[src/rtl/bcd_display_formatter_pkg.sv]
// Shared constants, FSM state type and BCD helper for the display formatter.
//   DIGITS      : number of seven-segment digits driven
//   BCD_MAX     : largest value representable in DIGITS decimal digits
//   OVF_PATTERN : value shown when the input does not fit
//   EN_RESET    : digit enable after reset (rightmost digit lit)
package bcd_display_formatter_pkg;

  localparam int          DIGITS      = 8;
  localparam logic [26:0] BCD_MAX     = 27'd99_999_999;
  localparam logic [31:0] OVF_PATTERN = 32'hEEEE_EEEE;
  localparam logic [7:0]  EN_RESET    = 8'h01;

  typedef enum logic [1:0] {
    IDLE   = 2'd0,
    SHIFT  = 2'd1,
    FINISH = 2'd2
  } state_t;

  // Double-dabble correction: a digit >= 5 would exceed 9 after doubling.
  function automatic logic [3:0] dabble_adjust(input logic [3:0] d);
    return (d >= 4'd5) ? 4'(d + 4'd3) : d;
  endfunction

endpackage

[src/rtl/bcd_display_formatter_if.sv]
// Request/result bundle between a client and the display formatter.
//   start/binary/pointEn/pointPos/blankEn : request side (client -> formatter)
//   busy/done/overflow/value/enable/point : result side (formatter -> client)
interface bcd_display_formatter_if #(
  parameter int BIN_W = 27
);
  logic             start;
  logic [BIN_W-1:0] binary;
  logic             pointEn;
  logic [2:0]       pointPos;
  logic             blankEn;
  logic             busy;
  logic             done;
  logic             overflow;
  logic [31:0]      value;
  logic [7:0]       enable;
  logic [7:0]       point;

  modport master (
    output start, binary, pointEn, pointPos, blankEn,
    input  busy, done, overflow, value, enable, point
  );

  modport slave (
    input  start, binary, pointEn, pointPos, blankEn,
    output busy, done, overflow, value, enable, point
  );
endinterface

[src/rtl/bcd_display_formatter_dabble_step.sv]
// One combinational double-dabble iteration on an 8-digit BCD accumulator.
//   acc     : current packed BCD accumulator
//   bit_in  : next binary bit, MSB first
//   acc_nxt : accumulator after add-3 correction and left shift
module bcd_dabble_step
  import bcd_display_formatter_pkg::*;
(
  input  logic [31:0] acc,
  input  logic        bit_in,
  output logic [31:0] acc_nxt
);
  logic [31:0] adj;

  always_comb begin
    adj = '0;
    for (int unsigned i = 0; i < DIGITS; i++) begin
      adj[4*i +: 4] = dabble_adjust(acc[4*i +: 4]);
    end
    acc_nxt = {adj[30:0], bit_in};
  end
endmodule

[src/rtl/bcd_display_formatter.sv]
// Binary to packed-BCD formatter feeding an 8-digit seven-segment driver.
// Sequential double-dabble, one bit per clock; results are registered and
// only change in the FINISH cycle.
//   clock : rising-edge clock
//   reset : synchronous active-high reset (aborts a conversion)
//   bus   : request/result bundle (slave side)
module bcd_display_formatter
  import bcd_display_formatter_pkg::*;
#(
  parameter int BIN_W = 27
) (
  input logic                    clock,
  input logic                    reset,
  bcd_display_formatter_if.slave bus
);
  localparam int CNT_W = $clog2(BIN_W + 1);

  state_t           state, state_next;
  logic [BIN_W-1:0] bin_sr;
  logic [CNT_W-1:0] cnt;
  logic [31:0]      acc, acc_next;
  logic             pe_lat, be_lat, ovf_lat;
  logic [2:0]       pp_lat;
  logic [26:0]      bin_ext;

  logic [31:0]      value_r;
  logic [7:0]       enable_r, point_r, fin_enable, fin_point;
  logic             ovf_r, done_r;
  logic [2:0]       hi_digit, min_digit, lim;

  bcd_dabble_step u_step (
    .acc     (acc),
    .bit_in  (bin_sr[BIN_W-1]),
    .acc_nxt (acc_next)
  );

  always_comb begin
    bin_ext = '0;
    bin_ext[BIN_W-1:0] = bus.binary;
  end

  always_comb begin
    state_next = state;
    case (state)
      IDLE:    if (bus.start) state_next = SHIFT;
      SHIFT:   if (cnt == CNT_W'(1)) state_next = FINISH;
      FINISH:  state_next = IDLE;
      default: state_next = IDLE;
    endcase
  end

  // Blanking limit: highest nonzero digit, extended up to the point position.
  always_comb begin
    hi_digit = '0;
    for (int unsigned i = 0; i < DIGITS; i++) begin
      if (acc[4*i +: 4] != 4'd0) hi_digit = 3'(i);
    end
    min_digit = pe_lat ? pp_lat : 3'd0;
    lim       = (hi_digit > min_digit) ? hi_digit : min_digit;
    fin_point = pe_lat ? (8'b1 << pp_lat) : 8'h00;
    fin_enable = '0;
    for (int unsigned i = 0; i < DIGITS; i++) begin
      fin_enable[i] = !be_lat || (3'(i) <= lim);
    end
  end

  always_ff @(posedge clock) begin
    if (reset) begin
      state    <= IDLE;
      bin_sr   <= '0;
      cnt      <= '0;
      acc      <= '0;
      pe_lat   <= 1'b0;
      be_lat   <= 1'b0;
      pp_lat   <= '0;
      ovf_lat  <= 1'b0;
      value_r  <= '0;
      enable_r <= EN_RESET;
      point_r  <= '0;
      ovf_r    <= 1'b0;
      done_r   <= 1'b0;
    end else begin
      state  <= state_next;
      done_r <= (state == FINISH);
      case (state)
        IDLE: begin
          if (bus.start) begin
            bin_sr  <= bus.binary;
            pe_lat  <= bus.pointEn;
            pp_lat  <= bus.pointPos;
            be_lat  <= bus.blankEn;
            // Range check done at latch time so the shift register can be consumed.
            ovf_lat <= (bin_ext > BCD_MAX);
            acc     <= '0;
            cnt     <= CNT_W'(BIN_W);
          end
        end
        SHIFT: begin
          acc    <= acc_next;
          bin_sr <= bin_sr << 1;
          cnt    <= cnt - 1'b1;
        end
        FINISH: begin
          ovf_r <= ovf_lat;
          if (ovf_lat) begin
            value_r  <= OVF_PATTERN;
            enable_r <= 8'hFF;
            point_r  <= 8'h00;
          end else begin
            value_r  <= acc;
            enable_r <= fin_enable;
            point_r  <= fin_point;
          end
        end
        default: ;
      endcase
    end
  end

  // busy stays high through the done cycle so it falls together with done.
  assign bus.busy     = (state != IDLE) || done_r;
  assign bus.done     = done_r;
  assign bus.overflow = ovf_r;
  assign bus.value    = value_r;
  assign bus.enable   = enable_r;
  assign bus.point    = point_r;
endmodule

[src/flat_wrapper.sv]
// flat-port wrapper written by rule: the top's interface ports become plain ports
module bcd_display_formatter_flat import bcd_display_formatter_pkg::*;
#(
  parameter int BIN_W = 27
)
  (clock, reset, bus_start, bus_binary, bus_pointEn, bus_pointPos, bus_blankEn, bus_busy, bus_done, bus_overflow, bus_value, bus_enable, bus_point);
  bcd_display_formatter_if #(.BIN_W(BIN_W)) bus_i ();
  input logic clock;
  input logic reset;
  input wire logic [$bits(bus_i.start)-1:0] bus_start;
  input wire logic [$bits(bus_i.binary)-1:0] bus_binary;
  input wire logic [$bits(bus_i.pointEn)-1:0] bus_pointEn;
  input wire logic [$bits(bus_i.pointPos)-1:0] bus_pointPos;
  input wire logic [$bits(bus_i.blankEn)-1:0] bus_blankEn;
  output wire logic [$bits(bus_i.busy)-1:0] bus_busy;
  output wire logic [$bits(bus_i.done)-1:0] bus_done;
  output wire logic [$bits(bus_i.overflow)-1:0] bus_overflow;
  output wire logic [$bits(bus_i.value)-1:0] bus_value;
  output wire logic [$bits(bus_i.enable)-1:0] bus_enable;
  output wire logic [$bits(bus_i.point)-1:0] bus_point;
  assign bus_i.start = bus_start;
  assign bus_i.binary = bus_binary;
  assign bus_i.pointEn = bus_pointEn;
  assign bus_i.pointPos = bus_pointPos;
  assign bus_i.blankEn = bus_blankEn;
  assign bus_busy = bus_i.busy;
  assign bus_done = bus_i.done;
  assign bus_overflow = bus_i.overflow;
  assign bus_value = bus_i.value;
  assign bus_enable = bus_i.enable;
  assign bus_point = bus_i.point;
  bcd_display_formatter #(.BIN_W(BIN_W)) u_core (.clock(clock), .reset(reset), .bus(bus_i));
endmodule
[config.mk]
export PLATFORM = sky130hd
export DESIGN_NAME = bcd_display_formatter_flat
export DESIGN_NICKNAME = d
export VERILOG_FILES = /design/src/rtl/bcd_display_formatter_pkg.sv /design/src/rtl/bcd_display_formatter_if.sv /design/src/rtl/bcd_display_formatter_dabble_step.sv /design/src/rtl/bcd_display_formatter.sv /design/src/flat_wrapper.sv
export SDC_FILE = /design/constraint.sdc
export NUM_CORES = 1
export LEC_CHECK = 0
export BUFFER_PORTS_ARGS = -buffer_cell sky130_fd_sc_hd__buf_2
export CORE_ASPECT_RATIO = 0.6
export CORE_MARGIN = 3
export CORE_UTILIZATION = 30
export CTS_CLUSTER_SIZE = 25
export DETAILED_ROUTE_END_ITERATION = 16
export SYNTH_ARGS = -nofsm -noshare
export SYNTH_HDL_FRONTEND = slang
export SYNTH_SLANG_ARGS = --single-unit
[constraint.sdc]
create_clock -name clock -period 2.8 [get_ports clock]
set_input_delay 0.42 -clock clock [delete_from_list [all_inputs] [get_ports clock]]
set_output_delay 0.42 -clock clock [all_outputs]
set_load 0.02 [all_outputs]
==> results.toml <==
[synth]
yosysMostFrequentCell = "dfxtp_1"
ys_seq_area_frac = 0.4380
synthAdderAreaFrac = 0.04487
synth_edf_count = 0
syn_inst = 699
synthSimpleGateAreaFrac = 0.2506
synth_largest_area_cell = "dfxtp_1"
async_reset_ff_frac = 0
post-synth-top-area-fraction = 0.4380
synthDistinctLibCells = 44
netlist_area_sq_mm = 0.005577
synthXorXnorAreaFrac = 0.02199
ys_ff_latch = 122
synth.area.top_cells = "dfxtp_1 (44%), a21oi_1 (7.4%), nor3_1 (6.5%)"
synth_mux_area_frac = 0.001795
ys.warnings.count = 0
synth_top_family_by_area = "simple AND/OR/NAND/NOR gates"
synth_compound_area_frac = 0.1943
synth_common_cells = "dfxtp_1 (122), nand2_1 (85), a21oi_1 (82)"
synth_fp_nets = 754
avgSynthCellArea_sq_um = 7.978
synth_ff_type = "dfxtp_1"

[global_routing]
grt_usage = 0.1558
grt_antenna_before_repair = 0
grt_pass1_wl_um = 26130
grt.overflow.total = 0
grt_pass1_vias = 5063
grt_max_degree = 59

[placed_design]
io_buffers = 85
placed_area_sq_mm = 0.006578
gp_congestion = 0.8142
pre_cts_slack_ns = -0.06905
hpwl_um = 10710

[floorplan]
die_area_sq_mm = 0.02031
io_pins = 86
rows = 37
die_x_um = 182.0
coreArea_sq_mm = 0.01768
die_y_um = 111.6
initial_core_util = 0.3153

[clock_tree]
cts_buffers = 17
cts.sinks = 122
cts-root-buf = "clkbuf_16"
hold_buffers = 0
clkLatencyLatePin_ns = 0.41
cts_max_level = 4
tritoncts = "yes"
clk_pin_slew_ns = 0.06
clock_path_buffers = 2

[route]
vias = 5300
drt_first_pass_iters = 5
drt_wl_total_um = 16020
detail-route-antenna-nets = 0
drc = 0
vias_per_cell = 4.991
drt_iter0_drc = 307
wl_per_cell_um = 15.08

[flow_run]
maxCapViolations = 0

[cells_and_area]
drive_above_1_share = 0.2572
nets = 870
fillers = 1800
area_delta_synth_final_pct = 29.95
multi_input_area_sq_mm = 0.002979
antenna_cells = 0
regArea_sq_mm = 0.002447
final_area_sq_mm = 0.007247

[timing]
layout_min_cycle_time_ns = 2.727
fin_skew_ns = 0.008951
finalSetupViolations = 0
rsz0062_at_grt = "true"
fmax_mhz = 366.7
whs_ns = 0.2569
hold_violations = 0
max-slew-margin-rel = 0.5813
drv_slew = 0
setup_slack_ns = 0.07292
worstMarginPinSlew_ns = 0.6281
min_period_over_period = 0.9740

[setup_path]
worstSetupEndpointType = "flop"
arrival_ns = 3.00
path_class = "flop to flop"
cp_data_required_time_ns = 3.07
worst-path-max-fanout = 6
critical_path.startpoint_type = "flop"

[power_and_ir_drop]
vdd_ir_drop_max_mv = 0.4587
p_leak_nw = 2.830
intPower_w = 0.003068
clkPwrFrac = 0.476
power.switching_w = 0.001123
seq_power_share = 0.437
combPwrFrac = 0.087
power_density_mw_per_mm2 = 578.3
sw_frac_of_total = 0.2680

[outcome]
status = "finished, final reports clean"

[hold_path]
hp-class = "primary input to flop"
## sequential cells by signal, indices dropped and copies added, names as in the netlist, 2 cells and up
signal and cells:
u_core.acc 32, u_core.bin_sr 27, u_core.bus.enable 8, u_core.bus.point 8, u_core.bus.value 32, u_core.cnt 5, u_core.pp_lat 3, u_core.state 2
## cell type report
cell class | instances | share of cell area
multi-input cells | 505 | 0.4111
flip-flops and latches | 122 | 0.3377
repair buffers | 147 | 0.1250
clock buffers | 18 | 0.06060
well taps | 234 | 0.04040
clock inverters | 14 | 0.01381
inverters | 22 | 0.01140
## per-layer routing
layer  routed length, um  vias to the layer above  track usage
met5                   0                        -            0
met4                  78                        0      0.03245
met3                1022                        8      0.05158
met2                6440                      131       0.2182
met1                8473                     2454       0.2312
li1                    -                     2707            -
## placed cells by master, fill, tap and decap left out, types with 3 or more instances in the layout
cell type   instances
a211oi_1            7
a21oi_1            81
a21oi_2             3
a22oi_1            32
a31oi_1             9
buf_2              84
buf_4              62
clkbuf_16          17
clkinv_2            4
clkinvlp_4          6
dfxtp_1           118
dfxtp_2             4
ha_1               16
ha_4                3
inv_1              17
inv_2               5
nand2_1            84
nand2b_1           11
nand3_1            30
nand4_1             7
nor2_1             49
nor2b_1             3
nor3_1             71
nor3b_1             5
nor4_1              3
o211ai_1            3
o21ai_0            26
o22ai_1             3
or3_1              11
xnor2_1             8
xor2_1              6
## critical path, cell delays in order (launching register included)
cell	delay, ns
dfxtp_2	0.33
inv_2	0.08
ha_4	0.14
nor3b_4	0.22
nand2_2	0.11
nor3_4	0.22
inv_2	0.08
ha_4	0.17
nor4bb_4	0.28
a31oi_1	0.06
a211o_1	0.31
o311ai_4	0.09
mux2i_2	0.24
buf_4	0.17
a311oi_2	0.09
## metrics by stage
step	instances	TNS (ns)	power, W	utilization
after floorplan	699	0	0.002097	-
after global placement	1023	-0.006804	0.002230	0.3719
after detailed placement	1023	-0.2710	0.002233	0.3719
after CTS	1058	0	0.004224	0.4046
after global routing	1062	-0.1377	0.004359	0.4098
final	1062	0	0.004191	0.4098
## cells by family after synthesis
family          count (synthesis)
simple gates                  293
compound gates                177
flops                         122
buf+inv                        72
fa+ha+maj                      20
xor+xnor                       14
mux                             1
## final timing paths
| kind | slack [ns] | depth (start not counted) | from | to |
|---|---|---|---|---|
| setup / recovery | 0.07 | 14 | u_core.acc[21]$_SDFFE_PP0P_ | u_core.bus.enable[1]$_SDFFE_PP0P_ |
| hold / removal | 0.26 | 3 | bus_pointEn | u_core.pe_lat$_SDFFE_PP0P_ |
| setup reg to reg | 0.07 | 14 | u_core.acc[21]$_SDFFE_PP0P_ | u_core.bus.enable[1]$_SDFFE_PP0P_ |
| hold reg to reg | 0.44 | 1 | u_core.bus.enable[0]$_SDFFE_PP1P_ | u_core.bus.enable[0]$_SDFFE_PP1P_ |
## power groups by stage
| stage | Combinational (W) | Sequential (W) | Clock [W] |
|---|---|---|---|
| after floorplan | 0.000231 | 0.00187 | 0 |
| after global placement | 0.000364 | 0.00187 | 0 |
| after detailed placement | 0.000366 | 0.00187 | 0 |
| after CTS | 0.000366 | 0.00183 | 0.00203 |
| after global routing | 0.000409 | 0.00184 | 0.00211 |
| final | 0.000367 | 0.00183 | 0.00199 |
## repair_timing
item                                    4_1_cts  5_1_grt
hold endpoints to repair                      0        0
endpoints found under the setup margin        7        7
pin swaps                                     4        8
buffers inserted                              3        4
gates resized for setup                       7       15
Note: power is estimated with default switching activity, not from simulation.
